==> config.mk <==
export PLATFORM = sky130hd
export DESIGN_NAME = mcycle_ctrl
export DESIGN_NICKNAME = d
export VERILOG_FILES = /design/src/rtl/mc_pkg.sv /design/src/rtl/mc_outdec.sv /design/src/rtl/mcycle_ctrl.sv
export SDC_FILE = /design/constraint.sdc
export NUM_CORES = 1
export LEC_CHECK = 0
export ABC_AREA = 1
export CAP_MARGIN = 20
export CORE_MARGIN = 2
export CORE_UTILIZATION = 25
export DETAILED_ROUTE_END_ITERATION = 12
export GPL_ROUTABILITY_DRIVEN = 1
export PLACE_DENSITY = 0.45
export SYNTH_ARGS = -nofsm -noshare
export SYNTH_HDL_FRONTEND = slang
export SYNTH_HIERARCHICAL = 1
export SYNTH_SLANG_ARGS = --single-unit
==> constraint.sdc <==
create_clock -name clk -period 1.6 [get_ports clk]
set_input_delay 0.32 -clock clk [delete_from_list [all_inputs] [get_ports clk]]
set_output_delay 0.32 -clock clk [all_outputs]
set_load 0.01 [all_outputs]
==> src/rtl/mc_pkg.sv <==
// Shared definitions for the multi-cycle controller and the ALU control unit.
// Latency: none (types, constants and pure functions only).
// Backpressure: not applicable.
package mc_pkg;

    // Controller state codes; the numeric values are visible on the state port.
    typedef enum logic [3:0] {
        S_FETCH  = 4'd0,
        S_DECODE = 4'd1,
        S_MEMADR = 4'd2,
        S_MEMRD  = 4'd3,
        S_MEMWB  = 4'd4,
        S_MEMWR  = 4'd5,
        S_EXEC   = 4'd6,
        S_RWB    = 4'd7,
        S_BRANCH = 4'd8,
        S_ADDIEX = 4'd9,
        S_ADDIWB = 4'd10,
        S_JUMP   = 4'd11
    } state_t;

    // Primary opcodes, instruction[31:26].
    localparam logic [5:0] OP_RTYPE = 6'b000000;
    localparam logic [5:0] OP_LW    = 6'b100011;
    localparam logic [5:0] OP_SW    = 6'b101011;
    localparam logic [5:0] OP_BEQ   = 6'b000100;
    localparam logic [5:0] OP_ADDI  = 6'b001000;
    localparam logic [5:0] OP_J     = 6'b000010;

    // Request to the ALU control unit; FUNCT means "look at the funct field".
    typedef enum logic [1:0] {
        ALU_ADD   = 2'b00,
        ALU_SUB   = 2'b01,
        ALU_FUNCT = 2'b10
    } alu_op_t;

    // ALU operand B select.
    localparam logic [1:0] SRCB_REG     = 2'b00;
    localparam logic [1:0] SRCB_FOUR    = 2'b01;
    localparam logic [1:0] SRCB_IMM     = 2'b10;
    localparam logic [1:0] SRCB_IMM_SH2 = 2'b11;

    // Next-PC select.
    localparam logic [1:0] PCSRC_ALU    = 2'b00;
    localparam logic [1:0] PCSRC_ALUOUT = 2'b01;
    localparam logic [1:0] PCSRC_JUMP   = 2'b10;

    // All datapath controls driven by the controller in one bundle.
    typedef struct packed {
        logic       pc_write;
        logic       pc_write_cond;
        logic       i_or_d;
        logic       mem_read;
        logic       mem_write;
        logic       ir_write;
        logic       mem_to_reg;
        logic       reg_dst;
        logic       reg_write;
        logic       alu_src_a;
        logic [1:0] alu_src_b;
        logic [1:0] pc_source;
        alu_op_t    alu_op;
    } ctrl_t;

    // Opcodes the controller knows how to sequence.
    function automatic logic op_known(input logic [5:0] op);
        return (op == OP_RTYPE) || (op == OP_LW) || (op == OP_SW) ||
               (op == OP_BEQ)   || (op == OP_ADDI) || (op == OP_J);
    endfunction

    // True when the current state ends an instruction on this cycle's edge.
    function automatic logic is_retire(input state_t s, input logic mem_ready);
        case (s)
            S_MEMWB, S_RWB, S_BRANCH, S_ADDIWB, S_JUMP: return 1'b1;
            S_MEMWR:                                    return mem_ready;
            default:                                    return 1'b0;
        endcase
    endfunction

endpackage

==> src/rtl/mc_outdec.sv <==
// Combinational decode of controller state into datapath control strobes.
// Latency: zero cycles (pure combinational).
// Backpressure: mem_ready gates the FETCH-cycle IR and PC writes; rst forces every output low.
module mc_outdec
    import mc_pkg::*;
(
    input  state_t      st,
    input  logic [5:0]  opcode,
    input  logic        mem_ready,
    input  logic        rst,
    output ctrl_t       ctrl,
    output logic        illegal
);

    // Per-state control pattern; anything not set for a state stays 0.
    always_comb begin
        ctrl    = '0;
        illegal = 1'b0;
        // Reset kills strobes combinationally so nothing leaks out mid-abort.
        if (!rst) begin
            case (st)
                S_FETCH: begin
                    ctrl.mem_read  = 1'b1;
                    ctrl.alu_src_b = SRCB_FOUR;
                    ctrl.alu_op    = ALU_ADD;
                    ctrl.pc_source = PCSRC_ALU;
                    ctrl.ir_write  = mem_ready;
                    ctrl.pc_write  = mem_ready;
                end
                S_DECODE: begin
                    ctrl.alu_src_b = SRCB_IMM_SH2;
                    ctrl.alu_op    = ALU_ADD;
                    illegal        = !op_known(opcode);
                end
                S_MEMADR, S_ADDIEX: begin
                    ctrl.alu_src_a = 1'b1;
                    ctrl.alu_src_b = SRCB_IMM;
                    ctrl.alu_op    = ALU_ADD;
                end
                S_MEMRD: begin
                    ctrl.mem_read = 1'b1;
                    ctrl.i_or_d   = 1'b1;
                end
                S_MEMWB: begin
                    ctrl.mem_to_reg = 1'b1;
                    ctrl.reg_write  = 1'b1;
                end
                S_MEMWR: begin
                    ctrl.mem_write = 1'b1;
                    ctrl.i_or_d    = 1'b1;
                end
                S_EXEC: begin
                    ctrl.alu_src_a = 1'b1;
                    ctrl.alu_src_b = SRCB_REG;
                    ctrl.alu_op    = ALU_FUNCT;
                end
                S_RWB: begin
                    ctrl.reg_dst   = 1'b1;
                    ctrl.reg_write = 1'b1;
                end
                S_BRANCH: begin
                    // The zero flag qualifies the PC write in the datapath.
                    ctrl.alu_src_a     = 1'b1;
                    ctrl.alu_src_b     = SRCB_REG;
                    ctrl.alu_op        = ALU_SUB;
                    ctrl.pc_write_cond = 1'b1;
                    ctrl.pc_source     = PCSRC_ALUOUT;
                end
                S_ADDIWB: begin
                    ctrl.reg_write = 1'b1;
                end
                S_JUMP: begin
                    ctrl.pc_write  = 1'b1;
                    ctrl.pc_source = PCSRC_JUMP;
                end
                default: ;
            endcase
        end
    end

endmodule

==> src/rtl/mcycle_ctrl.sv <==
// Multi-cycle MIPS-subset main controller with retired-instruction counter.
// Latency: 3-5 cycles per instruction with memory ready; abort on rst is immediate.
// Backpressure: mem_ready=0 holds FETCH, MEMRD and MEMWR one extra cycle each.
module mcycle_ctrl
    import mc_pkg::*;
#(
    parameter int CNT_W = 32
) (
    input  logic             clk,
    input  logic             rst,
    input  logic [5:0]       opcode,
    input  logic             zero,
    input  logic             mem_ready,
    output logic             PCWrite,
    output logic             PCWriteCond,
    output logic             IorD,
    output logic             MemRead,
    output logic             MemWrite,
    output logic             IRWrite,
    output logic             MemtoReg,
    output logic             RegDst,
    output logic             RegWrite,
    output logic             ALUSrcA,
    output logic [1:0]       ALUSrcB,
    output logic [1:0]       PCSource,
    output logic [1:0]       ALUOp,
    output logic [3:0]       state,
    output logic             illegal,
    output logic [CNT_W-1:0] instr_count
);

    state_t           state_q;
    state_t           state_d;
    logic [CNT_W-1:0] count_q;
    ctrl_t            ctrl;

    // The branch decision is taken in the datapath; the flag is accepted but not consumed.
    logic unused_zero;
    assign unused_zero = zero;

    // State register.
    always_ff @(posedge clk or posedge rst) begin
        if (rst) state_q <= S_FETCH;
        else     state_q <= state_d;
    end

    // Next-state sequencing; unknown codes fall back to FETCH.
    always_comb begin
        state_d = S_FETCH;
        case (state_q)
            S_FETCH:  state_d = mem_ready ? S_DECODE : S_FETCH;
            S_DECODE: begin
                case (opcode)
                    OP_RTYPE:     state_d = S_EXEC;
                    OP_LW, OP_SW: state_d = S_MEMADR;
                    OP_BEQ:       state_d = S_BRANCH;
                    OP_ADDI:      state_d = S_ADDIEX;
                    OP_J:         state_d = S_JUMP;
                    default:      state_d = S_FETCH;
                endcase
            end
            S_MEMADR: state_d = (opcode == OP_LW) ? S_MEMRD : S_MEMWR;
            S_MEMRD:  state_d = mem_ready ? S_MEMWB : S_MEMRD;
            S_MEMWB:  state_d = S_FETCH;
            S_MEMWR:  state_d = mem_ready ? S_FETCH : S_MEMWR;
            S_EXEC:   state_d = S_RWB;
            S_RWB:    state_d = S_FETCH;
            S_BRANCH: state_d = S_FETCH;
            S_ADDIEX: state_d = S_ADDIWB;
            S_ADDIWB: state_d = S_FETCH;
            S_JUMP:   state_d = S_FETCH;
            default:  state_d = S_FETCH;
        endcase
    end

    // Retired-instruction counter; wraps naturally at 2^CNT_W.
    always_ff @(posedge clk or posedge rst) begin
        if (rst)                              count_q <= '0;
        else if (is_retire(state_q, mem_ready)) count_q <= count_q + CNT_W'(1);
    end

    // Output decode lives in its own combinational block.
    mc_outdec u_outdec (
        .st        (state_q),
        .opcode    (opcode),
        .mem_ready (mem_ready),
        .rst       (rst),
        .ctrl      (ctrl),
        .illegal   (illegal)
    );

    // Flatten the control bundle onto the datapath ports.
    always_comb begin
        PCWrite     = ctrl.pc_write;
        PCWriteCond = ctrl.pc_write_cond;
        IorD        = ctrl.i_or_d;
        MemRead     = ctrl.mem_read;
        MemWrite    = ctrl.mem_write;
        IRWrite     = ctrl.ir_write;
        MemtoReg    = ctrl.mem_to_reg;
        RegDst      = ctrl.reg_dst;
        RegWrite    = ctrl.reg_write;
        ALUSrcA     = ctrl.alu_src_a;
        ALUSrcB     = ctrl.alu_src_b;
        PCSource    = ctrl.pc_source;
        ALUOp       = ctrl.alu_op;
        state       = state_q;
        instr_count = count_q;
    end

endmodule

Word-level counts from Yosys, hierarchy flattened
Cells that the tools add are included.
{ "totals": {"regBits": 36, "input_bits": 10, "out_inout_bits": 53} }
{ "op_classes": {"mux": 23, "n_eq_ne": 16, "reduce_logical": 15, "add_sub_neg": 1} }
{ "op_table": {"columns": ["op", "count"], "rows": [
  ["32-bit by 1-bit adder with 32-bit output, second input constant", 1],
  ["4-bit one-hot mux with 7 select lines", 1],
  ["4-bit one-hot mux with 5 select lines", 1],
  ["4-bit by 3-bit == test with 1-bit output, second input constant", 4],
  ["4-bit == test, second input constant", 4],
  ["16-bit two-way mux", 1],
  ["6-bit == test, second input constant", 2],
  ["1-bit two-way mux", 12],
  ["3-bit two-way mux", 3],
  ["4-bit by 2-bit == test with 1-bit output, second input constant", 2],
  ["2-bit one-hot mux with 2 select lines", 2],
  ["2-bit OR reduction", 4],
  ["6-bit by 2-bit == test with 1-bit output, second input constant", 1],
  ["6-bit by 3-bit == test with 1-bit output, second input constant", 1],
  ["6-bit by 4-bit == test with 1-bit output, second input constant", 1],
  ["6-bit logical NOT", 1],
  ["2-bit one-hot mux with 3 select lines", 1],
  ["1-bit logical OR", 5],
  ["5-bit OR reduction", 1],
  ["4-bit by 1-bit == test with 1-bit output, second input constant", 1],
  ["4-bit logical NOT", 1],
  ["1-bit one-hot mux with 2 select lines", 2],
  ["4-bit OR reduction", 1],
  ["3-bit OR reduction", 1],
  ["1-bit logical NOT", 1]
]} }

Depth between registers and ports, before layout
Gate-level depths: netlist (run 1).
{ "logic_depth": {"ltp_word": 9, "depth_mapped": 10, "mapped_depth_nobuf": 10} }

Cells and area by module
The synthesis (run 1) kept the hierarchy.
{ "modules_own_cells": {"columns": ["mod", "area_each_um2", "instances", "cells_each"], "rows": [
  ["mcycle_ctrl", 2322.2, 1, 350],
  ["mc_outdec", 234.0, 1, 50]
]} }

Least setup slack after synthesis (run 1)
Ideal clock, no wire load.
{ "synth_timing": {"kind": "flip-flop to output port", "startpoint": "register state_q[3], in the netlist state[3]", "endpoint": "output PCSource[0]", "t_required_ns": 1.280, "stages_incl_launch_ff": 6, "path_slack_ns": 0.038, "arrival_time_ns": 1.242, "path_cell_list": "dfrtp_1 inv_1 nor2_1 nand2_1 nor2_1 buf_4"} }
{ "synth_via": {"elab_chain_cells": 3, "word_cells_on_any_way": 4, "cone_classes": "2 x eq/ne; 2 x mux"} }
{ "synth_lines": {"columns": ["item", "line", "text"], "rows": [
  ["start: declaration", "mcycle_ctrl.sv:32", "state_t state_q;"],
  ["start signal: assignment", "mcycle_ctrl.sv:44", "else state_q <= state_d;"],
  ["4-bit == test", "mc_outdec.sv:21", "case (st)"],
  ["2-bit one-hot mux with 2 select lines (*)", "mc_outdec.sv:21", null],
  ["16-bit two-way mux (*)", "mc_outdec.sv:20", "if (!rst) begin"],
  ["end: declaration", "mcycle_ctrl.sv:25", "output logic [1:0] PCSource,"]
]} }
Every way passes the cells marked *; elsewhere a longest branch is shown, timed or not.

Final worst setup path (run 1)
{ "layout_timing": {"startpoint": "register state_q[1], in the netlist state[1]", "endpoint": "output illegal"} }
{ "layout_via": {"elab_chain_cells": 3} }
{ "layout_lines": {"columns": ["item", "line", "text"], "rows": [
  ["4-bit by 1-bit == test with 1-bit output", "mc_outdec.sv:21", null],
  ["1-bit two-way mux", "mc_outdec.sv:21", null],
  ["1-bit two-way mux", "mc_outdec.sv:20", null],
  ["end: declaration", "mcycle_ctrl.sv:28", "output logic illegal,"]
]} }
No other way between the ends.

==> metrics.cfg, run 1 <==
[outcome]
status = finished, violations left
violations = setup timing

[floorplanning]
num_rows = 36
dieHeight_um = 105
die_x_um = 105
fp.dieArea_um2 = 11000
core_um2 = 9860
io-pin-count = 63
start_util_pct = 25.9

[worst_setup_path]
critPathCaptureType = output port
start_kind = register
startpoint = state[1]
reg2reg_depth = 11
critPathRequiredTime_ps = 1280
critPathCapture = illegal
r2r-end = instr_count[12]
critical_path.max_fanout = 5
arrival_ps = 1400
r2r_slack_ps = -20
criticalPathCategory = register to output port
r2r_start = state[3]

[global_route]
grt_overflow = 0
met2_usage_pct = 27.2
antenna_found_initial = 0
grt.total_usage_pct = 14.7
grt_use_met1_pct = 17.2
top_usage_layer = met2
grt_pass1_wl_mm = 13.3
grt_pass1_vias = 2832
grt_max_degree = 24
use_met3_pct = 2.12

[detailed_routing]
antenna_left = 0
drc = 0
drt_iter0_markers = 83
drtPass1Iterations = 4
wl_per_cell_um = 12.4
vias_per_cell = 4.39
route.vias.total = 2979
totalWireLength_mm = 8.43

[cells_and_area]
fill_cells = 1001
final_cell_area_um2 = 4480
drive_gt1_share_pct = 37.9
final_cell_mix = nand2_1 (119), buf_4 (62), nor2_1 (58), inv_1 (35), clkdlybuf4s50_1 (28)
n_antenna_cell = 0
areaGrowthSynthToFinish_pct = 75.4
post-route-util_pct = 45.4
layout.nets = 556
layout_commonest_cell = nand2_1

[power_and_ir_drop]
seqPwrFrac_pct = 33.7
p_comb_share_pct = 43.4
powerDensity_nw_per_um2 = 679
peakVddDrop_mv = 0.366
p_clk_share_pct = 22.9
p_int_mw = 1.98
cellLeakagePower_nw = 2.26
swShare_pct = 34.8
p_sw_mw = 1.06

[sta]
finalMaxSlewViolations = 0
max-slew-margin-rel_pct = 79.5
setup_violations = 28
tightest_slew_ps = 307
fin_ws_ps = -122
final-hold-violation-count = 0
skew_ps = 9.17
fmax_mhz = 581
grt_setup_unrepaired = true
period_share_pct = 108
period_minus_slack_ps = 1720
hold-worst-slack_ps = 373

[worst_hold_path]
holdCritPathClass = primary input to asynchronous set/reset pin

[yosys]
syn-num-nets = 411
syn-instance-count = 400
synth_cell_type_count = 29
syn_avg_cell_area_um2 = 6.39
netlist_area_um2 = 2560
yosysSeqAreaShare_pct = 35.2
yosys_warnings = 6
ys_ff_latch = 36

[clock_network]
cts_made_buffers = 5
cts-root-buf = clkbuf_8
clk_pin_slew_worst_paths_ps = 80
cts_num_sinks = 36
insertion_delay_ps = 300
cts_htree_levels = 2
cts_tree = done
ctsLongestPathBuffers = 2

[placement]
hpwlAfterDp_mm = 5.97
port_buffers = 61
gp_congestion = 0.820
dpl_cell_area_um2 = 3560

[job]
drv_cap = 0

[sequential cells by signal, summed over array words and instances, names as in the netlist]
| register | flops |
|---|---|
| state | 4 |
| instr_count | 32 |
[metrics by stage]
| stage | power (mW) | worst slack, ps | std cells | setup TNS, ps |
|---|---|---|---|---|
| 4_1_cts | 2.78 | -128 | 662 | -1100 |
| 5_1_grt | 3.24 | -195 | 679 | -4170 |
| 6_report | 3.04 | -122 | 679 | -1010 |
| 3_3_place_gp | 1.91 | -508 | 623 | -10780 |
| 2_1_floorplan | 1.45 | 38.0 | 400 | 0 |
| 3_5_place_dp | 1.91 | -530 | 623 | -11300 |
[how the worst min path moves through the flow]
| stage | start | to | cells past startpoint |
|---|---|---|---|
| floorplan | mem_ready | state[0] | 2 |
| global placement | instr_count[31] | instr_count[31] | 2 |
| detailed placement | instr_count[31] | instr_count[31] | 2 |
| CTS | rst | instr_count[16] | 4 |
| global route | rst | instr_count[16] | 4 |
| finish | rst | instr_count[16] | 4 |
[synthesized netlist by cell type, drive strengths merged]
master | count | area (um^2)
inv | 48 | 180
nand3 | 26 | 135
a21oi | 3 | 15.0
a21o | 1 | 7.51
ha | 1 | 12.5
buf | 6 | 56.3
xor2 | 7 | 61.3
and3 | 1 | 6.26
nor2 | 76 | 315
nor3 | 9 | 50.1
o21bai | 2 | 15.0
nand2 | 151 | 579
clkinv | 1 | 3.75
nand3b | 5 | 37.5
o21ai | 7 | 35.0
nand4 | 10 | 62.6
o22ai | 2 | 12.5
xnor2 | 8 | 70.1
dfrtp | 36 | 901
[worst max-delay path: stages (launching register included)]
cell and delay, ps:
dfrtp_2 460, buf_6 140, nor2_4 160, nand3_2 110, a21oi_2 100, buf_2 130
[layout make-up]
cell class / count / area (um^2) / share of cell area [%]
Timing Repair Buffer: 143 / 1300 / 29.0
Timing Repair inverter: 1 / 16.3 / 0.363
Sequential cell: 36 / 913 / 20.4
Clock buffer: 8 / 90.1 / 2.01
Inverter: 49 / 204 / 4.55
Multi-Input combinational cell: 309 / 1790 / 40.0
Tap cell: 133 / 166 / 3.71
[power by group through the flow]
| stage | combinational [mW] | sequential [mW] | clock (mW) |
|---|---|---|---|
| after floorplan | 0.362 | 1.09 | 0 |
| after global placement | 0.849 | 1.06 | 0 |
| after detailed placement | 0.852 | 1.06 | 0 |
| after CTS | 1.03 | 1.02 | 0.726 |
| after global routing | 1.43 | 1.03 | 0.780 |
| final | 1.32 | 1.03 | 0.698 |
[per-layer routing]
layer  routed length (um)  part of all wire (%)
met5                    0                     0
met4                  228                   2.7
met3                  230                   2.7
met2                 4370                    52
met1                 3610                    43
[timing repair]
item / CTS / global route
hold buffers: 0 / 0
cloned: 0 / 5
pin swaps: 3 / 31
endpoints found under the setup margin: 53 / 57
setup buffers: 31 / 14
gates resized for setup: 125 / 102
[logic make-up after synthesis]
family / share of synthesized area, %
and+or+nand+nor: 46.4
buffers and inverters: 9.40
DFF: 35.2
AOI/OAI and AO/OA: 3.33
xor gates and xnor gates: 5.14
adders and majority gates: 0.489
Note: power is estimated with default switching activity, not from simulation.
==> inputs of run 2 (changes only) <==
Settings changed: CORE_MARGIN 2 to default.
==> run 2 against run 1 <==
The flow still finishes with violations (setup timing); via count fell by 3.6%; final area fell by 8.0%; die area down 3.8%; fmax grew 0.86%; largest cell class unchanged; largest power group unchanged.
==> metrics.cfg, run 2 (synthesis gave the netlist of run 1 again) <==
[outcome]
status = finished, violations left
violations = setup timing

[cells_and_area]
post-route-util_pct = 42.0  ; -3.4 points
layout_commonest_cell = nand2_1
drive_gt1_share_pct = 29.1  ; -8.8 points
largest_register_ffs = 32  ; unchanged
final_cell_mix = nand2_1 (144), nor2_1 (61), buf_4 (60), inv_1 (37), clkdlybuf4s50_1 (29)
areaGrowthSynthToFinish_pct = 61.4
layout.nets = 543  ; -2.3%
n_antenna_cell = 0  ; unchanged

[sta]
fmax_mhz = 586  ; +0.86%
max-slew-margin-rel_pct = 81.1  ; +1.6 points
setup-tns-final_ps = -1130  ; -123 ps
period_minus_slack_ps = 1710  ; -14.6 ps
setup_violations = 26  ; -7.1%
finalMaxSlewViolations = 0  ; unchanged
fin_ws_ps = -108  ; +14.6 ps
grt_setup_unrepaired = true
period_share_pct = 107  ; -0.91 points
skew_ps = 13.7  ; +4.55 ps
final-hold-violation-count = 0  ; unchanged
tightest_slew_ps = 283  ; -23.3 ps

[clock_network]
ctsLongestPathBuffers = 2  ; unchanged
cts-root-buf = clkbuf_8
cts_tree = done
clk_pin_slew_worst_paths_ps = 70  ; about the same
cts_made_buffers = 5  ; unchanged
hold_buffers = 0  ; unchanged
cts_htree_levels = 2  ; unchanged
cts_num_sinks = 36  ; unchanged
insertion_delay_ps = 300  ; about the same

[global_route]
grt_max_degree = 25  ; +4.2%
antenna_found_initial = 0  ; unchanged
grt_pass1_wl_mm = 12.6  ; -5.0%
grt.total_usage_pct = 15.3  ; +0.60 points
grt_pass1_vias = 2676  ; -5.5%
grt_overflow = 0  ; unchanged

[worst_setup_path]
critPathRequiredTime_ps = 1280  ; about the same
criticalPathCategory = register to output port
start_kind = register
critPathCaptureType = output port
critical_path.max_fanout = 5  ; unchanged
arrival_ps = 1390  ; about the same

[placement]
port_buffers = 61  ; unchanged
pre_cts_ws_ps = -525  ; +5.00 ps
hpwlAfterDp_mm = 5.82  ; -2.7%
gp_congestion = 0.870  ; +6.1%

[floorplanning]
num_rows = 36  ; unchanged
fp.dieArea_um2 = 10600  ; -3.8%
io-pin-count = 63  ; unchanged
start_util_pct = 26.0  ; +0.12 points
die_x_um = 103  ; -1.9%
core_um2 = 9820  ; -0.46%
dieHeight_um = 103  ; -1.9%

[detailed_routing]
vias_per_cell = 4.32  ; -1.5%
wl_per_cell_um = 12.1  ; -2.2%
drt_iter0_markers = 124  ; +49%
antenna_left = 0  ; unchanged
route.vias.total = 2873  ; -3.6%
drtPass1Iterations = 4  ; unchanged
totalWireLength_mm = 8.07  ; -4.2%
drc = 0  ; unchanged

[power_and_ir_drop]
cellLeakagePower_nw = 1.97  ; -13%
peakVddDrop_mv = 0.265  ; -28%
powerDensity_nw_per_um2 = 708  ; +4.3%

[worst_hold_path]
holdCritPathClass = primary input to asynchronous set/reset pin

[job]
drv_cap = 0  ; unchanged

==> run 2: critical path: stages, from the launching register on <==
cell and delay, ps:
dfrtp_2 470, nor2_4 160, nand3_2 120, nor2_2 120, clkdlybuf4s15_2 230
==> run 2: cell type report <==
| cell class | instances | area, um^2 |
|---|---|---|
| Fill cell | 1069 | 5690 |
| Multi-Input combinational cell | 309 | 1570 |
| Timing Repair Buffer | 131 | 1180 |
| Sequential cell | 36 | 915 |
| Inverter | 49 | 203 |
| Tap cell | 133 | 166 |
| Clock buffer | 7 | 96.3 |
==> run 2: final timing paths <==
check	start	end	slack, ps	cells past startpoint
worst max-delay path	state[2]	IRWrite	-110	4
worst min-delay path	rst	instr_count[3]	260	4
worst max register to register	state[1]	instr_count[7]	-70	10
worst min register to register	instr_count[31]	instr_count[31]	500	2
max in group asynchronous	rst	state[0]	1070	4
min in group clk	instr_count[31]	instr_count[31]	500	2
==> run 2: metal layers <==
metal | up-vias | part of all wire, % | GRT usage (%)
li1 | 1511 | - | -
met1 | 1316 | 46 | 19.2
met2 | 39 | 51 | 27.5
met3 | 7 | 1.8 | 1.83
met4 | 0 | 0.95 | 4.23
met5 | - | 0 | 0
==> run 2: where the power goes <==
part           leakage [nW]  switching (mW)  internal (mW)  total (mW)
logic                  1.44           0.573          0.595        1.17
clock network        0.0503           0.329          0.384       0.713
registers             0.472          0.0696          0.970        1.04
total                  1.97           0.972           1.95        2.92
==> run 2: repair_timing <==
item | CTS | global route
gates resized for setup | 114 | 36
setup endpoints to repair | 45 | 62
setup buffers | 24 | 12
gates cloned | 0 | 5
pin swaps | 6 | 14
==> run 2: metrics by stage <==
step           total power [mW]  cells  area [um^2]  hold WS [ps]
2_1_floorplan              1.45    400         2560           484
3_3_place_gp               1.92    619         3530           484
3_5_place_dp               1.92    619         3530           490
4_1_cts                    2.71    650         3830           509
5_1_grt                    3.10    665         4130           281
6_report                   2.92    665         4130           260
